--- src/rtl/serial_tx_pkg.sv ---
// Shared types and helpers for the serial pattern transmitter.
package serial_tx_pkg;

  typedef enum logic [1:0] {
    S_IDLE  = 2'd0,
    S_SHIFT = 2'd1,
    S_GAP   = 2'd2
  } state_t;

  // A length of zero, or one beyond the word width, means "send the full word".
  function automatic int clamp_len(input int len, input int w);
    return ((len == 0) || (len > w)) ? w : len;
  endfunction

endpackage

--- src/rtl/seq_matcher.sv ---
// Reference model of a Mealy sequence detector wired straight to x:
// history register, overlapping comparator and saturating hit counter.
module seq_matcher #(
  parameter int              TLEN   = 4,
  parameter logic [TLEN-1:0] TARGET = 4'b1011,
  parameter int              CW     = 8
) (
  input  logic          clk,
  input  logic          rst,
  input  logic          x,
  output logic          exp_z,
  output logic [CW-1:0] hit_cnt
);

  if (TARGET == '0) begin : g_bad_target
    $error("seq_matcher: TARGET must not be all zeros");
  end

  logic [TLEN-2:0] hist_reg;
  logic [TLEN-1:0] window;
  logic [TLEN-1:0] bit_match;
  logic [CW-1:0]   hit_cnt_reg;

  assign window = {hist_reg, x};

  for (genvar gi = 0; gi < TLEN; gi++) begin : g_cmp
    assign bit_match[gi] = window[gi] ~^ TARGET[gi];
  end

  assign exp_z   = &bit_match;
  assign hit_cnt = hit_cnt_reg;

  always_ff @(posedge clk) begin
    if (rst) begin
      hist_reg    <= '0;
      hit_cnt_reg <= '0;
    end else begin
      hist_reg <= window[TLEN-2:0];
      if (exp_z && (hit_cnt_reg != '1)) begin
        hit_cnt_reg <= hit_cnt_reg + 1'b1;
      end
    end
  end

endmodule

--- src/rtl/serial_pattern_tx.sv ---
// Loads a word over valid/ready and shifts it out MSB-first on x, with an
// optional idle gap after each word and an expected-detector-output model.
module serial_pattern_tx
  import serial_tx_pkg::*;
#(
  parameter int              W      = 16,
  parameter int              LW     = $clog2(W + 1),
  parameter int              GAP    = 0,
  parameter int              TLEN   = 4,
  parameter logic [TLEN-1:0] TARGET = 4'b1011,
  parameter int              CW     = 8
) (
  input  logic          clk,
  input  logic          rst,
  input  logic          load_valid,
  output logic          load_ready,
  input  logic [W-1:0]  load_data,
  input  logic [LW-1:0] load_len,
  output logic          x,
  output logic          x_valid,
  output logic          busy,
  output logic          done,
  output logic          exp_z,
  output logic [CW-1:0] hit_cnt
);

  localparam int GW = 8;
  localparam logic [GW-1:0] GAP_LAST = (GAP > 0) ? GW'(GAP - 1) : '0;

  state_t        state_reg, state_next;
  logic [W-1:0]  shift_reg;
  logic [LW-1:0] len_reg;
  logic [LW-1:0] bit_cnt_reg;
  logic [GW-1:0] gap_cnt_reg;
  logic          done_reg;
  logic [LW-1:0] len_clamped;
  logic          last_bit;

  assign len_clamped = LW'(clamp_len(int'(load_len), W));
  assign last_bit    = (state_reg == S_SHIFT) && (bit_cnt_reg == len_reg - 1'b1);
  assign done        = done_reg;

  always_comb begin
    state_next = state_reg;
    load_ready = 1'b0;
    x          = 1'b0;
    x_valid    = 1'b0;
    busy       = (state_reg != S_IDLE);
    case (state_reg)
      S_IDLE: begin
        load_ready = 1'b1;
        if (load_valid) state_next = S_SHIFT;
      end
      S_SHIFT: begin
        x       = shift_reg[W-1];
        x_valid = 1'b1;
        if (last_bit) state_next = (GAP > 0) ? S_GAP : S_IDLE;
      end
      S_GAP: begin
        if (gap_cnt_reg == GAP_LAST) state_next = S_IDLE;
      end
      default: state_next = S_IDLE;
    endcase
  end

  // The word is left-aligned on load so the first bit to send sits in the MSB.
  always_ff @(posedge clk) begin
    if (rst) begin
      state_reg   <= S_IDLE;
      shift_reg   <= '0;
      len_reg     <= '0;
      bit_cnt_reg <= '0;
      gap_cnt_reg <= '0;
      done_reg    <= 1'b0;
    end else begin
      state_reg <= state_next;
      done_reg  <= last_bit;
      case (state_reg)
        S_IDLE: begin
          if (load_valid) begin
            shift_reg   <= load_data << (W - int'(len_clamped));
            len_reg     <= len_clamped;
            bit_cnt_reg <= '0;
          end
        end
        S_SHIFT: begin
          shift_reg   <= shift_reg << 1;
          bit_cnt_reg <= bit_cnt_reg + 1'b1;
          gap_cnt_reg <= '0;
        end
        S_GAP: gap_cnt_reg <= gap_cnt_reg + 1'b1;
        default: ;
      endcase
    end
  end

  seq_matcher #(
    .TLEN  (TLEN),
    .TARGET(TARGET),
    .CW    (CW)
  ) u_matcher (
    .clk    (clk),
    .rst    (rst),
    .x      (x),
    .exp_z  (exp_z),
    .hit_cnt(hit_cnt)
  );

endmodule

--- config.mk ---
export PLATFORM = sky130hd
export DESIGN_NAME = serial_pattern_tx
export DESIGN_NICKNAME = d
export VERILOG_FILES = /design/src/rtl/serial_tx_pkg.sv /design/src/rtl/seq_matcher.sv /design/src/rtl/serial_pattern_tx.sv
export SDC_FILE = /design/constraint.sdc
export NUM_CORES = 1
export LEC_CHECK = 0
export ABC_AREA = 1
export CORE_UTILIZATION = 30
export DETAILED_ROUTE_END_ITERATION = 10
export GPL_ROUTABILITY_DRIVEN = 0
export PLACE_DENSITY = 0.57
export SKIP_LAST_GASP = 1
export SYNTH_ARGS = -nofsm -noshare
export SYNTH_HDL_FRONTEND = slang
export SYNTH_SLANG_ARGS = --single-unit
--- constraint.sdc ---
create_clock -name clk -period 3.95 [get_ports clk]
set_input_delay 0.395 -clock clk [delete_from_list [all_inputs] [get_ports clk]]
set_output_delay 0.395 -clock clk [all_outputs]
set_load 0.02 [all_outputs]
* Yosys cells after proc, flatten, opt, wreduce, memory -nomap -nowiden
Cells that the tools add are included.
Widths: inputs -> output; s select.
** Operators by class
- Bitwise gates (word level) :: 1
- Reductions and logical operators :: 13
- Shift operators :: 1
- Divide/modulo/power cells :: 0
- Magnitude comparators :: 1
- Add/sub/neg operators :: 5
- Eq/ne operators :: 7
- Multiply operators :: 0
- Muxes and demuxes :: 13
** Operators with widths (number)
- $pmux 16 s2 :: 1
- $shl 16x32->16 :: 1
- $add 8x1->8 const B :: 2
- $mux 16 :: 1
- $pmux 8 s2 :: 1
- $mux 5 :: 2
- $pmux 5 s2 :: 1
- $logic_not 8->1 :: 1
- $ne 8x8->1 const B :: 1
- $mux 2 :: 3
- $ne 2x2->1 const B :: 3
- $pmux 2 s3 :: 1
- $reduce_bool 2->1 :: 3
- $sub 5x5->6 const A :: 1
- $add 5x1->5 const B :: 1
- $eq 5x5->1 :: 1
- $gt 5x5->1 const B :: 1
- $logic_not 5->1 :: 1
- $sub 5x1->5 const B :: 1
- $reduce_and 2->1 :: 2
- $reduce_and 4->1 :: 1
- $mux 1 :: 3
- $reduce_and 3->1 :: 1
- $eq 2x1->1 const B :: 1
- 5 further kinds :: 6
** Word-level totals
- Latch bits :: 0
- Logic and storage cells :: 49
- Input port bits :: 24
- Bits in writable memories :: 0
- Flip-flop bits (word level) :: 48
- Output and inout port bits :: 14
- ROM bits :: 0
- Memories :: 0

* Logic depth before layout (Yosys ltp)
Gate-level depths: netlist of the first run.
- Depth after elaboration :: 7
- Gate-level depth with buffers :: 20
- Depth with buffers taken out :: 18

* Modules after synthesis
From an unflattened synthesis of the first run, not the netlist that was laid out.
** Unflattened totals
- Cells, all modules :: 403
- Area total of the unflattened synthesis :: 2637.5 µm²
** By module, submodules not included
- serial_pattern_tx :: area each 2052.0 µm², sequential area each 560.5 µm², cells an instance 320, times used 1
- seq_matcher :: area each 585.6 µm², sequential area each 220.2 µm², cells an instance 83, times used 1

* Least setup slack after synthesis of the first run
Ideal clock, no wire load.
- Kind :: input-to-reg
- Start :: input port load_len[0]
- End :: register shift_reg[15]
- Data required time :: 3.816 ns
- Setup slack :: 1.308 ns
- Arrival time :: 2.508 ns
- Buffers on the path :: 4
- Setup time :: 0.134 ns
- Stages on the path :: 15
- Cell sequence :: nor2_1 -> nand3_1 -> ha_1 -> inv_2 -> nand2_2 -> buf_6 -> buf_4 -> ha_1 -> clkbuf_1 -> clkbuf_1 -> nand3_1 -> o21ai_1 -> nand2_1 -> a21oi_1 -> a21oi_1
** Between the ends
- Word-level cells in the longest chain between the ends :: 7
- Elaborated cells between the ends (all ways) :: 8
- Those cells by class :: 1 x add/sub; 1 x order compare; 1 x shift; 3 x mux; 2 x reduce/logical
** RTL lines
- from (decl) :: line serial_pattern_tx.sv:18 : input logic [LW-1:0] load_len,
- $gt 5x5->1 or $logic_not 5->1 (tied branches) :: line serial_tx_pkg.sv:12 : return ((len == 0) || (len > w)) ? w : len;
- $logic_or 1x1->1 :: line serial_tx_pkg.sv:12
- $mux 5 (*) :: line serial_tx_pkg.sv:12
- $sub 5x5->6 (*) :: line serial_pattern_tx.sv:81 : shift_reg <= load_data << (W - int'(len_clamped));
- $shl 16x32->16 (*) :: line serial_pattern_tx.sv:81
- $mux 16 (*) :: line serial_pattern_tx.sv:80 : if (load_valid) begin
- $pmux 16 s2 (*) :: line serial_pattern_tx.sv:78 : case (state_reg)
- to (signal assigned) :: line serial_pattern_tx.sv:81
- to (signal assigned) :: line serial_pattern_tx.sv:87 : shift_reg <= shift_reg << 1;
- to (decl) :: line serial_pattern_tx.sv:31 : logic [W-1:0] shift_reg;
Mark *: on every way between the ends. The rest lies on a longest branch, timed or not. The select of a mux whose other input is x is not followed.
A chain may end at the register's enable or synchronous reset.

* Worst setup path in the final report of the first run
- Start :: input port load_len[0]
- End :: register shift_reg[14]
The elaborated chain is that of the path after synthesis.

==> results of run 1 <==
[power breakdown]
group          switching [uW]  internal [uW]
clock network             132            159
logic                     162           96.2
registers                10.8            408
[metrics by stage]
step                area (sq um)  total power [uW]  instances
floorplan                   2499             621.7        375
global placement            2902             684.4        497
detailed placement          2902             685.1        497
CTS                         3002             977.5        505
global route                3002              1039        505
finish                      3002             968.6        505
[kinds of logic (layout without fill, tap and decap cells)]
logic type      count (synthesis)  after routing
flops                          39             39
buf+inv                        57             85
xor+xnor                        6              6
simple gates                  206            206
fa+ha+maj                       5              5
compound gates                 62             62
[cell type report]
| cell class | count | area [sq um] |
|---|---|---|
| inverter | 37 | 142.6 |
| clock buffer | 8 | 100.1 |
| fill | 821 | 4886 |
| tap | 102 | 127.6 |
| timing repair buffer | 40 | 392.9 |
| multi-input combinational | 279 | 1458 |
| sequential | 39 | 780.7 |
[routing by layer]
metal  global-route usage  vias up
met1               0.2060     1136
li1                     -     1320
met2               0.2365       67
met4              0.03718        0
met3              0.03171        4
met5                    0        -
[cells in the mapped netlist]
cell type	number
sky130_fd_sc_hd__nand3_2	4
sky130_fd_sc_hd__o21ai_0	11
sky130_fd_sc_hd__o31ai_1	1
sky130_fd_sc_hd__xor2_1	3
sky130_fd_sc_hd__clkinv_2	1
sky130_fd_sc_hd__nor3_2	1
sky130_fd_sc_hd__o2111ai_1	1
sky130_fd_sc_hd__buf_6	4
sky130_fd_sc_hd__nor2_2	1
sky130_fd_sc_hd__nand4_1	3
sky130_fd_sc_hd__inv_4	1
sky130_fd_sc_hd__nor3b_1	2
sky130_fd_sc_hd__a211oi_1	3
sky130_fd_sc_hd__nand4_2	1
sky130_fd_sc_hd__a21oi_1	19
sky130_fd_sc_hd__a22oi_1	10
sky130_fd_sc_hd__inv_2	7
sky130_fd_sc_hd__clkbuf_1	10
sky130_fd_sc_hd__a22o_1	1
sky130_fd_sc_hd__xnor2_1	3
sky130_fd_sc_hd__o211ai_2	1
sky130_fd_sc_hd__ha_1	5
sky130_fd_sc_hd__nand2_2	5
sky130_fd_sc_hd__nand3_1	73
sky130_fd_sc_hd__nor4_1	1
sky130_fd_sc_hd__nor2_1	24
sky130_fd_sc_hd__a31oi_1	10
sky130_fd_sc_hd__nand2_1	84
sky130_fd_sc_hd__inv_1	28
sky130_fd_sc_hd__a21oi_2	1
sky130_fd_sc_hd__o21ai_2	2
sky130_fd_sc_hd__buf_2	4
sky130_fd_sc_hd__o21ai_1	2
sky130_fd_sc_hd__nor3_1	5
sky130_fd_sc_hd__dfxtp_1	39
sky130_fd_sc_hd__nand2_4	2
sky130_fd_sc_hd__buf_4	2
[path summary, 6_finish.rpt]
kind,startpoint,to,slack [ns]
worst min register to register,u_matcher.hist_reg[1],u_matcher.hist_reg[2],0.44
worst max-delay path,load_len[0],shift_reg[14],0.69
worst min-delay path,u_matcher.hist_reg[1],u_matcher.hist_reg[2],0.44
worst max register to register,state_reg[0],u_matcher.hit_cnt[7],1.93
[layout by cell type, fill, tap and decap left out, types with 5 or more instances in the layout]
master / n
sky130_fd_sc_hd__nand2_1: 84
sky130_fd_sc_hd__ha_1: 5
sky130_fd_sc_hd__clkdlybuf4s50_1: 37
sky130_fd_sc_hd__a21oi_1: 19
sky130_fd_sc_hd__nand3_1: 73
sky130_fd_sc_hd__nor2_1: 24
sky130_fd_sc_hd__clkbuf_8: 7
sky130_fd_sc_hd__a31oi_1: 10
sky130_fd_sc_hd__nand2_2: 5
sky130_fd_sc_hd__inv_1: 28
sky130_fd_sc_hd__dfxtp_1: 39
sky130_fd_sc_hd__nor3_1: 5
sky130_fd_sc_hd__inv_2: 7
sky130_fd_sc_hd__a22oi_1: 10
sky130_fd_sc_hd__o21ai_0: 11
[critical path, delay by kind of cell]
family	cells	cell delay, ns
fa+ha+maj	2	1.03
compound gates	1	0.12
simple gates	9	1.01
buf+inv	3	0.91
==> flow_summary.rst, run 1 <==
.. list-table::
   :header-rows: 1

   * - Metric
     - Value
   * - Post-CTS setup repair buffer count
     - 0
   * - Clock network latency to the later pin of the worst-skew pair
     - 0.28 ns
   * - WL per Instance
     - 11.78 um
   * - Highest net fanout along the worst path
     - 20
   * - Sum of overflow across all layers after global routing
     - 0
   * - Yosys top cell by area
     - sky130_fd_sc_hd__dfxtp_1
   * - Largest family of logic cells by synthesized area
     - simple AND/OR/NAND/NOR gates
   * - CP startpoint kind
     - input pin
   * - Post-place setup slack
     - 0.4363 ns
   * - Number of hold buffers added after CTS
     - 0
   * - Area growth, synth to finish
     - 20.13%
   * - Post-synthesis instance area
     - 0.002499 sq mm
   * - Via total after detailed routing
     - 2,527
   * - Warnings from Yosys
     - 0
   * - DRC marker count from the first detailed-route iteration
     - 137
   * - H-Tree Depth
     - 2
   * - Max Clock Skew
     - 0.005622 ns
   * - Worst path required time
     - 4.17 ns
   * - Post-layout utilization of the core
     - 0.3806
   * - Number of distinct library cells after synthesis
     - 37
   * - Worst path arrival time
     - 3.48 ns
   * - Adder and majority cell fraction of the synthesized area
     - 0.02504
   * - Flip-flop and latch count after synthesis
     - 39
   * - # clock sinks
     - 39
   * - Pin count of the biggest net entering global routing
     - 27
   * - Total Routing Usage GR
     - 0.1494
   * - Leakage power of the design
     - 0.001203 uW
   * - Max-cap violations
     - 0
   * - Result of the run
     - completed
   * - Critical path, cell by cell
     - clkdlybuf4s50_1 > nor2_1 > nand3_1 > ha_1 > inv_2 > nand2_2 > ha_1 > inv_1 > nand3_1 > nand3_1 > nand2_1 > nand2_1 > nand2_1 > nand2_1 > a21oi_1
   * - Setup slack after layout
     - 0.6902 ns
   * - TritonCTS buffer count
     - 5
   * - Classification of the worst-slack hold path
     - flop to flop
   * - Post-synthesis net count
     - 404
   * - IR drop worst, VDD
     - 122.3 uV
   * - Cell Pwr Density
     - 322.7 mW/mm^2
   * - Fraction of the cycle the final worst path needs
     - 0.8253
   * - Avg Synthesized Cell Area
     - 6.663 sq um
   * - Top sig layer
     - met4
   * - Count of standard-cell rows
     - 32
   * - Post-detail-place hpwl
     - 4468 um
   * - Floorplan die area
     - 0.008697 sq mm
   * - Detail Route met2 WL
     - 2754 um
   * - Routed met1 length
     - 2857 um
   * - Number of antenna violations at the first check in global routing
     - 0
   * - Detailed route wirelength on metal3
     - 290 um
   * - Final critical delay including setup and external delays
     - 3.260 ns
   * - Leading post-synthesis cells by cell area
     - sky130_fd_sc_hd__dfxtp_1, sky130_fd_sc_hd__nand3_1, sky130_fd_sc_hd__nand2_1, sky130_fd_sc_hd__inv_1, sky130_fd_sc_hd__a21oi_1
   * - Depth of the most critical reg-to-reg path
     - 9
   * - Number of flip-flops in the largest register
     - 16
   * - Slew at the pin with the worst max-slew slack
     - 0.5743 ns
   * - CTS clock-pin slew for the worst setup and hold paths
     - 0.07 ns
   * - Final total negative setup slack
     - 0 ns
   * - Worst path max stage delay
     - 0.71 ns
   * - Initial standard-cell utilization of the core
     - 0.3168
   * - Hold depth
     - 2
   * - CTS Root Cell
     - sky130_fd_sc_hd__clkbuf_8
   * - Cells after Synth
     - 375
   * - Path type of the worst setup path
     - input pin to flop
   * - TritonCTS clock tree
     - done
   * - Height of the die
     - 93.26 um
   * - Top-area cell type share of the netlist area
     - 0.3125
   * - Category of the worst setup path capture point
     - flop
   * - Io pins
     - 38
   * - Maximum number of buffers from clock root to sink
     - 2
   * - Number of nets with antenna violations after detailed routing
     - 0
   * - Routed WL
     - 5951 um
   * - Fraction of the yosys area taken by sequential cells
     - 0.3125
   * - Share of the synthesized netlist area taken by xor and xnor gates
     - 0.02103
   * - Wire length of the first global-routing pass
     - 10,530 um
   * - Number of antenna diodes
     - 0
   * - Cell repeated most along the worst path
     - sky130_fd_sc_hd__nand2_1
   * - Number of cells upsized or downsized after cts
     - 0
   * - Final count of pins violating max slew
     - 0
   * - Width of the chip
     - 93.26 um
   * - Core Footprint
     - 0.007888 sq mm
   * - Max-Slew Margin vs Limit
     - 0.6172
   * - Multiplexer share of the synthesized area
     - 0
   * - Share of layout cells above drive strength 1
     - 0.09181
   * - Vias/cell
     - 5.004
   * - Smallest hold slack
     - 0.4351 ns
   * - Post-synthesis simple-gate area fraction
     - 0.3836
   * - Via count of the first global-routing pass
     - 2,265
   * - DRT Pass-1 Iters
     - 4
   * - Port buffer count
     - 37
   * - Fraction of the mapped netlist area in compound gates
     - 0.1537
   * - Setup Viol. Count Final
     - 0
   * - Final hold violations
     - 0
   * - Standard cell with the maximum stage delay on the critical path
     - sky130_fd_sc_hd__ha_1
   * - Unrepaired setup endpoints after global routing
     - false
   * - Final routed DRC violation total
     - 0
   * - Maximum achievable frequency
     - 0.3068 GHz
   * - Final layout net count
     - 431
Power figures use the tool's default switching activity.
==> inputs of run 2 (changes only) <==
==> constraint.sdc (replaced) <==
create_clock -name clk -period 3.2 [get_ports clk]
set_input_delay 0.32 -clock clk [delete_from_list [all_inputs] [get_ports clk]]
set_output_delay 0.32 -clock clk [all_outputs]
set_load 0.02 [all_outputs]
==> flow_summary.rst, run 2 (same netlist as run 1, synthesis figures left out) <==
.. list-table::
   :header-rows: 1

   * - Metric
     - Value
   * - Final layout net count
     - 435 (+0.93%)
   * - Port buffer count
     - 37 (unchanged)
   * - CP startpoint kind
     - input pin
   * - Height of the die
     - 93.26 um (unchanged)
   * - CTS clock-pin slew for the worst setup and hold paths
     - 0.07 ns (about the same)
   * - Endpoint with the worst hold slack
     - u_matcher.hist_reg[1]
   * - Number of hold buffers added after CTS
     - 0 (unchanged)
   * - Flop-to-flop setup slack
     - 1.28 ns (-0.65 ns)
   * - Final count of pins violating max slew
     - 0 (unchanged)
   * - Number of antenna violations at the first check in global routing
     - 0 (unchanged)
   * - Sum of internal, switching and leakage power
     - 1208 uW (+25%)
   * - Io pins
     - 38 (unchanged)
   * - Pin count of the biggest net entering global routing
     - 27 (unchanged)
   * - Sum of overflow across all layers after global routing
     - 0 (unchanged)
   * - Max Clock Skew
     - 0.007951 ns (+0.002329 ns)
   * - H-Tree Depth
     - 2 (unchanged)
   * - Path type of the worst setup path
     - input pin to flop
   * - CTS Root Cell
     - sky130_fd_sc_hd__clkbuf_8
   * - Slew at the pin with the worst max-slew slack
     - 0.4310 ns (-0.1432 ns)
   * - Cell Pwr Density
     - 398.5 mW/mm^2 (+24%)
   * - Max-Slew Margin vs Limit
     - 0.7123 (+0.09517)
   * - Number of flip-flops in the largest register
     - 16 (unchanged)
   * - Routed WL
     - 5996 um (+0.76%)
   * - Floorplan die area
     - 0.008697 sq mm (unchanged)
   * - Category of the worst setup path capture point
     - flop
   * - TritonCTS buffer count
     - 5 (unchanged)
   * - Vias/cell
     - 5.000 (about the same)
   * - Post-CTS setup repair buffer count
     - 0 (unchanged)
   * - # clock sinks
     - 39 (unchanged)
   * - Highest net fanout along the worst path
     - 15 (-25%)
   * - Result of the run
     - completed
   * - Total Routing Usage GR
     - 0.1504 (+0.0009127)
   * - Via total after detailed routing
     - 2,545 (+0.71%)
   * - Count of standard-cell rows
     - 32 (unchanged)
   * - TritonCTS clock tree
     - done
   * - Final total negative setup slack
     - 0 ns (unchanged)
   * - Initial standard-cell utilization of the core
     - 0.3168 (unchanged)
   * - Via count of the first global-routing pass
     - 2,366 (+4.5%)
   * - Start point of the worst hold path
     - u_matcher.hist_reg[0]
   * - Core Footprint
     - 0.007888 sq mm (unchanged)
   * - Number of cells upsized or downsized after cts
     - 0 (unchanged)
   * - Wire length of the first global-routing pass
     - 10,630 um (+0.92%)
   * - DRT Pass-1 Iters
     - 4 (unchanged)
   * - Fraction of the cycle the final worst path needs
     - 0.7905
   * - Post-layout utilization of the core
     - 0.3844 (+0.003807)
   * - Width of the chip
     - 93.26 um (unchanged)
   * - Number of antenna diodes
     - 0 (unchanged)
   * - DRC marker count from the first detailed-route iteration
     - 139 (+1.5%)
   * - Setup Viol. Count Final
     - 0 (unchanged)
   * - Startpoint of the worst register-to-register path
     - state_reg[0]
   * - Endpoint of the most critical register-to-register path
     - u_matcher.hit_cnt[7]
   * - Maximum number of buffers from clock root to sink
     - 2 (unchanged)
   * - Share of layout cells above drive strength 1
     - 0.1007 (+0.008926)
   * - Post-route design area
     - 0.003032 sq mm (+1.0%)
   * - Post-Place Cell Area
     - 0.002932 sq mm (+1.0%)
   * - Worst path required time
     - 3.41 ns (-0.76 ns)
   * - WL per Instance
     - 11.78 um (about the same)
   * - Max-cap violations
     - 0 (unchanged)
   * - Final routed DRC violation total
     - 0 (unchanged)
   * - Maximum achievable frequency
     - 0.3953 GHz
   * - Number of nets with antenna violations after detailed routing
     - 0 (unchanged)
   * - Worst path arrival time
     - 2.74 ns (-0.74 ns)
   * - Final hold violations
     - 0 (unchanged)
   * - Depth of the most critical reg-to-reg path
     - 9 (unchanged)
   * - Final critical delay including setup and external delays
     - 2.530 ns
   * - IR drop worst, VDD
     - 175.8 uV (+44%)
   * - Area growth, synth to finish
     - 21.33%
   * - Post-detail-place hpwl
     - 4503 um (+0.78%)
   * - Unrepaired setup endpoints after global routing
     - false
   * - Classification of the worst-slack hold path
     - flop to flop
   * - Hold depth
     - 2 (unchanged)
   * - Most used cells in the layout excluding fill and tap cells
     - sky130_fd_sc_hd__nand2_1, sky130_fd_sc_hd__nand3_1, sky130_fd_sc_hd__dfxtp_1
   * - Leading cell type in the layout, fill and taps excluded
     - sky130_fd_sc_hd__nand2_1
   * - Clock network latency to the later pin of the worst-skew pair
     - 0.29 ns (about the same)
   * - Leakage power of the design
     - 0.001222 uW (+1.6%)
[run 2: where the power goes]
group	switching [uW]	internal, uW
combinational	204	124
sequential	11.9	504
clock	168	197
[run 2: worst max-delay path, cell delays in order]
cell and delay (ns):
sky130_fd_sc_hd__clkdlybuf4s50_1 0.44, sky130_fd_sc_hd__nor2_1 0.11, sky130_fd_sc_hd__nand3_1 0.07, sky130_fd_sc_hd__ha_1 0.31, sky130_fd_sc_hd__nor2_1 0.15, sky130_fd_sc_hd__inv_1 0.06
sky130_fd_sc_hd__ha_1 0.31, sky130_fd_sc_hd__inv_1 0.34, sky130_fd_sc_hd__nand4_1 0.21, sky130_fd_sc_hd__nor2_1 0.17, sky130_fd_sc_hd__nand2_1 0.07, sky130_fd_sc_hd__a31oi_1 0.18
[run 2: metrics by stage]
stage / setup slack, ns / instances / hold WS, ns
2_1_floorplan: 0.6334 / 375 / 0.4032
3_3_place_gp: 0.3946 / 501 / 0.4092
3_5_place_dp: 0.3694 / 501 / 0.4166
4_1_cts: 0.6782 / 509 / 0.4268
5_1_grt: 0.4114 / 509 / 0.4556
6_report: 0.6705 / 509 / 0.4261
[run 2: final cells by class]
cell class,instances,area (sq um)
multi-input cells,279,1458
repair buffers,44,422.9
inverters,37,142.6
flip-flops and latches,39,780.7
fillers,824,4856
well taps,102,127.6
clock buffers,8,100.1
[run 2: layer usage]
layer | share of wire | up-vias | wire length (um) | global-route usage
li1 | - | 1335 | - | -
met1 | 0.49 | 1169 | 2964 | 0.1982
met2 | 0.47 | 37 | 2819 | 0.2488
met3 | 0.030 | 4 | 178 | 0.02764
met4 | 0.0057 | 0 | 34 | 0.04487
met5 | 0 | - | 0 | 0
[run 2: how the worst max path moves through the flow]
stage / start / to / slack [ns] / cells past startpoint
detailed placement: load_len[0] / shift_reg[15] / 0.37 / 15
global placement: load_len[0] / shift_reg[15] / 0.39 / 15
floorplan: load_len[0] / shift_reg[15] / 0.63 / 15
finish: load_len[0] / shift_reg[8] / 0.67 / 12
CTS: load_len[0] / shift_reg[15] / 0.68 / 15
global route: load_len[0] / shift_reg[9] / 0.41 / 15
==> inputs of run 3 (changes only) <==
==> constraint.sdc (replaced) <==
create_clock -name clk -period 2.54 [get_ports clk]
set_input_delay 0.254 -clock clk [delete_from_list [all_inputs] [get_ports clk]]
set_output_delay 0.254 -clock clk [all_outputs]
set_load 0.02 [all_outputs]
==> flow_summary.rst, run 3 (same netlist as run 1, synthesis figures left out) <==
.. list-table::
   :header-rows: 1

   * - Metric
     - Value
   * - Io pins
     - 38 (unchanged)
   * - Via count of the first global-routing pass
     - 2,471 (+4.4%)
   * - Worst path arrival time
     - 2.52 ns (-0.22 ns)
   * - Vias/cell
     - 4.941 (-1.2%)
   * - Filler cell count
     - 840 (+1.9%)
   * - WL per Instance
     - 11.72 um (-0.48%)
   * - Post-detail-place hpwl
     - 4690 um (+4.2%)
   * - Worst path required time
     - 2.74 ns (-0.67 ns)
   * - Start point of the worst hold path
     - u_matcher.hist_reg[0]
   * - Number of nets with antenna violations after detailed routing
     - 0 (unchanged)
   * - CP startpoint kind
     - input pin
   * - Path type of the worst setup path
     - input pin to flop
   * - Max-Slew Margin vs Limit
     - 0.7154 (+0.003069)
   * - TritonCTS buffer count
     - 5 (unchanged)
   * - Power share of the clock group
     - 0.267 (-0.035)
   * - Port buffer count
     - 37 (unchanged)
   * - Startpoint of the worst register-to-register path
     - state_reg[0]
   * - Maximum number of buffers from clock root to sink
     - 2 (unchanged)
   * - Routed WL
     - 6155 um (+2.7%)
   * - Initial standard-cell utilization of the core
     - 0.3168 (unchanged)
   * - Part of the power in combinational logic
     - 0.298 (+0.027)
   * - Cell Pwr Density
     - 476.9 mW/mm^2 (+20%)
   * - Final critical delay including setup and external delays
     - 2.321 ns
   * - Number of flip-flops in the largest register
     - 16 (unchanged)
   * - Width of the chip
     - 93.26 um (unchanged)
   * - Number of antenna violations at the first check in global routing
     - 0 (unchanged)
   * - Unrepaired setup endpoints after global routing
     - false
   * - Setup slack after layout
     - 0.2190 ns (-0.4515 ns)
   * - Flop-to-flop setup slack
     - 0.73 ns (-0.55 ns)
   * - Share of layout cells above drive strength 1
     - 0.1348 (+0.03401)
   * - Fraction of power spent switching nets
     - 0.3244 (+0.007322)
   * - Final layout net count
     - 451 (+3.7%)
   * - Cell internal power dissipation
     - 1010 uW (+22%)
   * - Endpoint of the most critical register-to-register path
     - u_matcher.hit_cnt[7]
   * - Net Sw Power
     - 485.2 uW (+27%)
   * - Max-cap violations
     - 0 (unchanged)
   * - Height of the die
     - 93.26 um (unchanged)
   * - Post-CTS setup repair buffer count
     - 0 (unchanged)
   * - Floorplan die area
     - 0.008697 sq mm (unchanged)
   * - WP buf/inv
     - 6 (+3)
   * - Leading cell type in the layout, fill and taps excluded
     - sky130_fd_sc_hd__nand2_1
   * - Final routed DRC violation total
     - 0 (unchanged)
   * - Fraction of the cycle the final worst path needs
     - 0.9138
   * - Total Routing Usage GR
     - 0.1567 (+0.006292)
   * - Final hold violations
     - 0 (unchanged)
   * - Power share of the sequential group
     - 0.435 (+0.008)
   * - Setup Viol. Count Final
     - 0 (unchanged)
   * - Area taken by flip-flops and latches
     - 780.7 sq um (unchanged)
   * - Sum of overflow across all layers after global routing
     - 0 (unchanged)
   * - Max Clock Skew
     - 0.007925 ns (-0.00002667 ns)
   * - Leakage power of the design
     - 0.001289 uW (+5.5%)
   * - Sum of internal, switching and leakage power
     - 1495 uW (+24%)
   * - Cell class contributing the biggest share of worst-path delay
     - simple AND/OR/NAND/NOR gates
   * - Wire length of the first global-routing pass
     - 11,020 um (+3.7%)
   * - Maximum achievable frequency
     - 0.4308 GHz
   * - Count of standard-cell rows
     - 32 (unchanged)
   * - Category of the worst setup path capture point
     - flop
   * - Post-place setup slack
     - -0.1065 ns (-0.4759 ns)
   * - Worst path max stage delay
     - 0.43 ns (about the same)
   * - Core Footprint
     - 0.007888 sq mm (unchanged)
   * - # clock sinks
     - 39 (unchanged)
   * - Hold depth
     - 2 (unchanged)
   * - Final count of pins violating max slew
     - 0 (unchanged)
   * - Slew at the pin with the worst max-slew slack
     - 0.4264 ns (-0.004598 ns)
   * - Via total after detailed routing
     - 2,594 (+1.9%)
   * - Classification of the worst-slack hold path
     - flop to flop
   * - Number of antenna diodes
     - 0 (unchanged)
   * - CTS Root Cell
     - sky130_fd_sc_hd__clkbuf_8
   * - Area growth, synth to finish
     - 25.49%
   * - IR drop worst, VDD
     - 224.4 uV (+28%)
   * - Depth of the most critical reg-to-reg path
     - 8 (-1)
   * - Area of combinational cells with multiple inputs
     - 0.001460 sq mm (+0.17%)
   * - Most used cells in the layout excluding fill and tap cells
     - sky130_fd_sc_hd__nand2_1, sky130_fd_sc_hd__nand3_1, sky130_fd_sc_hd__dfxtp_1
   * - Pin count of the biggest net entering global routing
     - 26 (-3.7%)
   * - Standard cell with the maximum stage delay on the critical path
     - sky130_fd_sc_hd__clkdlybuf4s50_1
   * - Clock network latency to the later pin of the worst-skew pair
     - 0.29 ns (about the same)
   * - Critical path, cell by cell
     - clkdlybuf4s50_1 > nor2_1 > nand3_1 > ha_1 > nor2_1 > inv_1 > ha_1 > inv_1 > nor2_2 > nand2_1 > o21ai_2 > nand2_2 > inv_2 > nand2_2 > clkinv_2 > nand3_1 > nand3_1 > nand2_1 > inv_1
   * - Highest net fanout along the worst path
     - 14 (-1)
   * - DRC marker count from the first detailed-route iteration
     - 209 (+50%)
   * - H-Tree Depth
     - 2 (unchanged)
   * - TritonCTS clock tree
     - done
   * - DRT Pass-1 Iters
     - 4 (unchanged)
   * - CTS clock-pin slew for the worst setup and hold paths
     - 0.07 ns (about the same)
   * - Endpoint with the worst hold slack
     - u_matcher.hist_reg[1]
   * - Result of the run
     - completed
run 3: routing by layer:
| metal | part of all wire | vias to the layer above | GRT usage |
|---|---|---|---|
| met5 | 0 | - | 0 |
| met4 | 0.017 | 0 | 0.05769 |
| met3 | 0.034 | 8 | 0.02927 |
| met2 | 0.47 | 43 | 0.2506 |
| met1 | 0.48 | 1184 | 0.2089 |
| li1 | - | 1359 | - |
run 3: worst max-delay path by stage:
stage	to	depth (start not counted)	start	slack, ns
floorplan	shift_reg[15]	15	load_len[0]	0.04
global placement	shift_reg[13]	19	load_len[0]	-0.03
detailed placement	shift_reg[13]	19	load_len[3]	-0.11
CTS	shift_reg[13]	19	load_len[3]	0.20
global route	shift_reg[14]	18	load_len[0]	0.03
finish	shift_reg[13]	19	load_len[3]	0.22
run 3: final cells by class:
| class | instances | area share |
|---|---|---|
| multi-input combinational | 279 | 0.4657 |
| sequential | 39 | 0.2490 |
| timing repair buffer | 60 | 0.1732 |
| inverter | 37 | 0.04549 |
| tap | 102 | 0.04070 |
| clock buffer | 7 | 0.02434 |
| clock inverter | 1 | 0.001596 |
run 3: worst min-delay path: cells and delay by family (launching register included):
| kind | cells | cell delay (ns) |
|---|---|---|
| buffers and inverters | 1 | 0.05 |
| flip-flops | 1 | 0.31 |
| AND/OR/NAND/NOR | 1 | 0.03 |
run 3: timing repair:
action / CTS / global route
hold buffers: 0 / 0
gates resized for setup: 0 / 1
endpoints found under the setup margin: 0 / 1
run 3: through the flow:
stage | TNS (ns) | hold slack, ns | util | area, sq um | instances
after detailed placement | -0.7210 | 0.4161 | 0.3869 | 3052 | 517
after CTS | 0 | 0.4275 | 0.3972 | 3133 | 525
after floorplan | 0 | 0.4032 | - | 2499 | 375
after global routing | 0 | 0.4472 | 0.3975 | 3136 | 525
final | 0 | 0.4251 | 0.3975 | 3136 | 525
after global placement | -0.04386 | 0.4097 | 0.3869 | 3052 | 517
run 3: power by group through the flow:
stage | combinational, uW | clock (uW) | sequential [uW]
floorplan | 306 | 0 | 661
global placement | 444 | 0 | 664
detailed placement | 445 | 0 | 664
CTS | 448 | 416 | 650
global route | 505 | 448 | 653
finish | 445 | 400 | 650
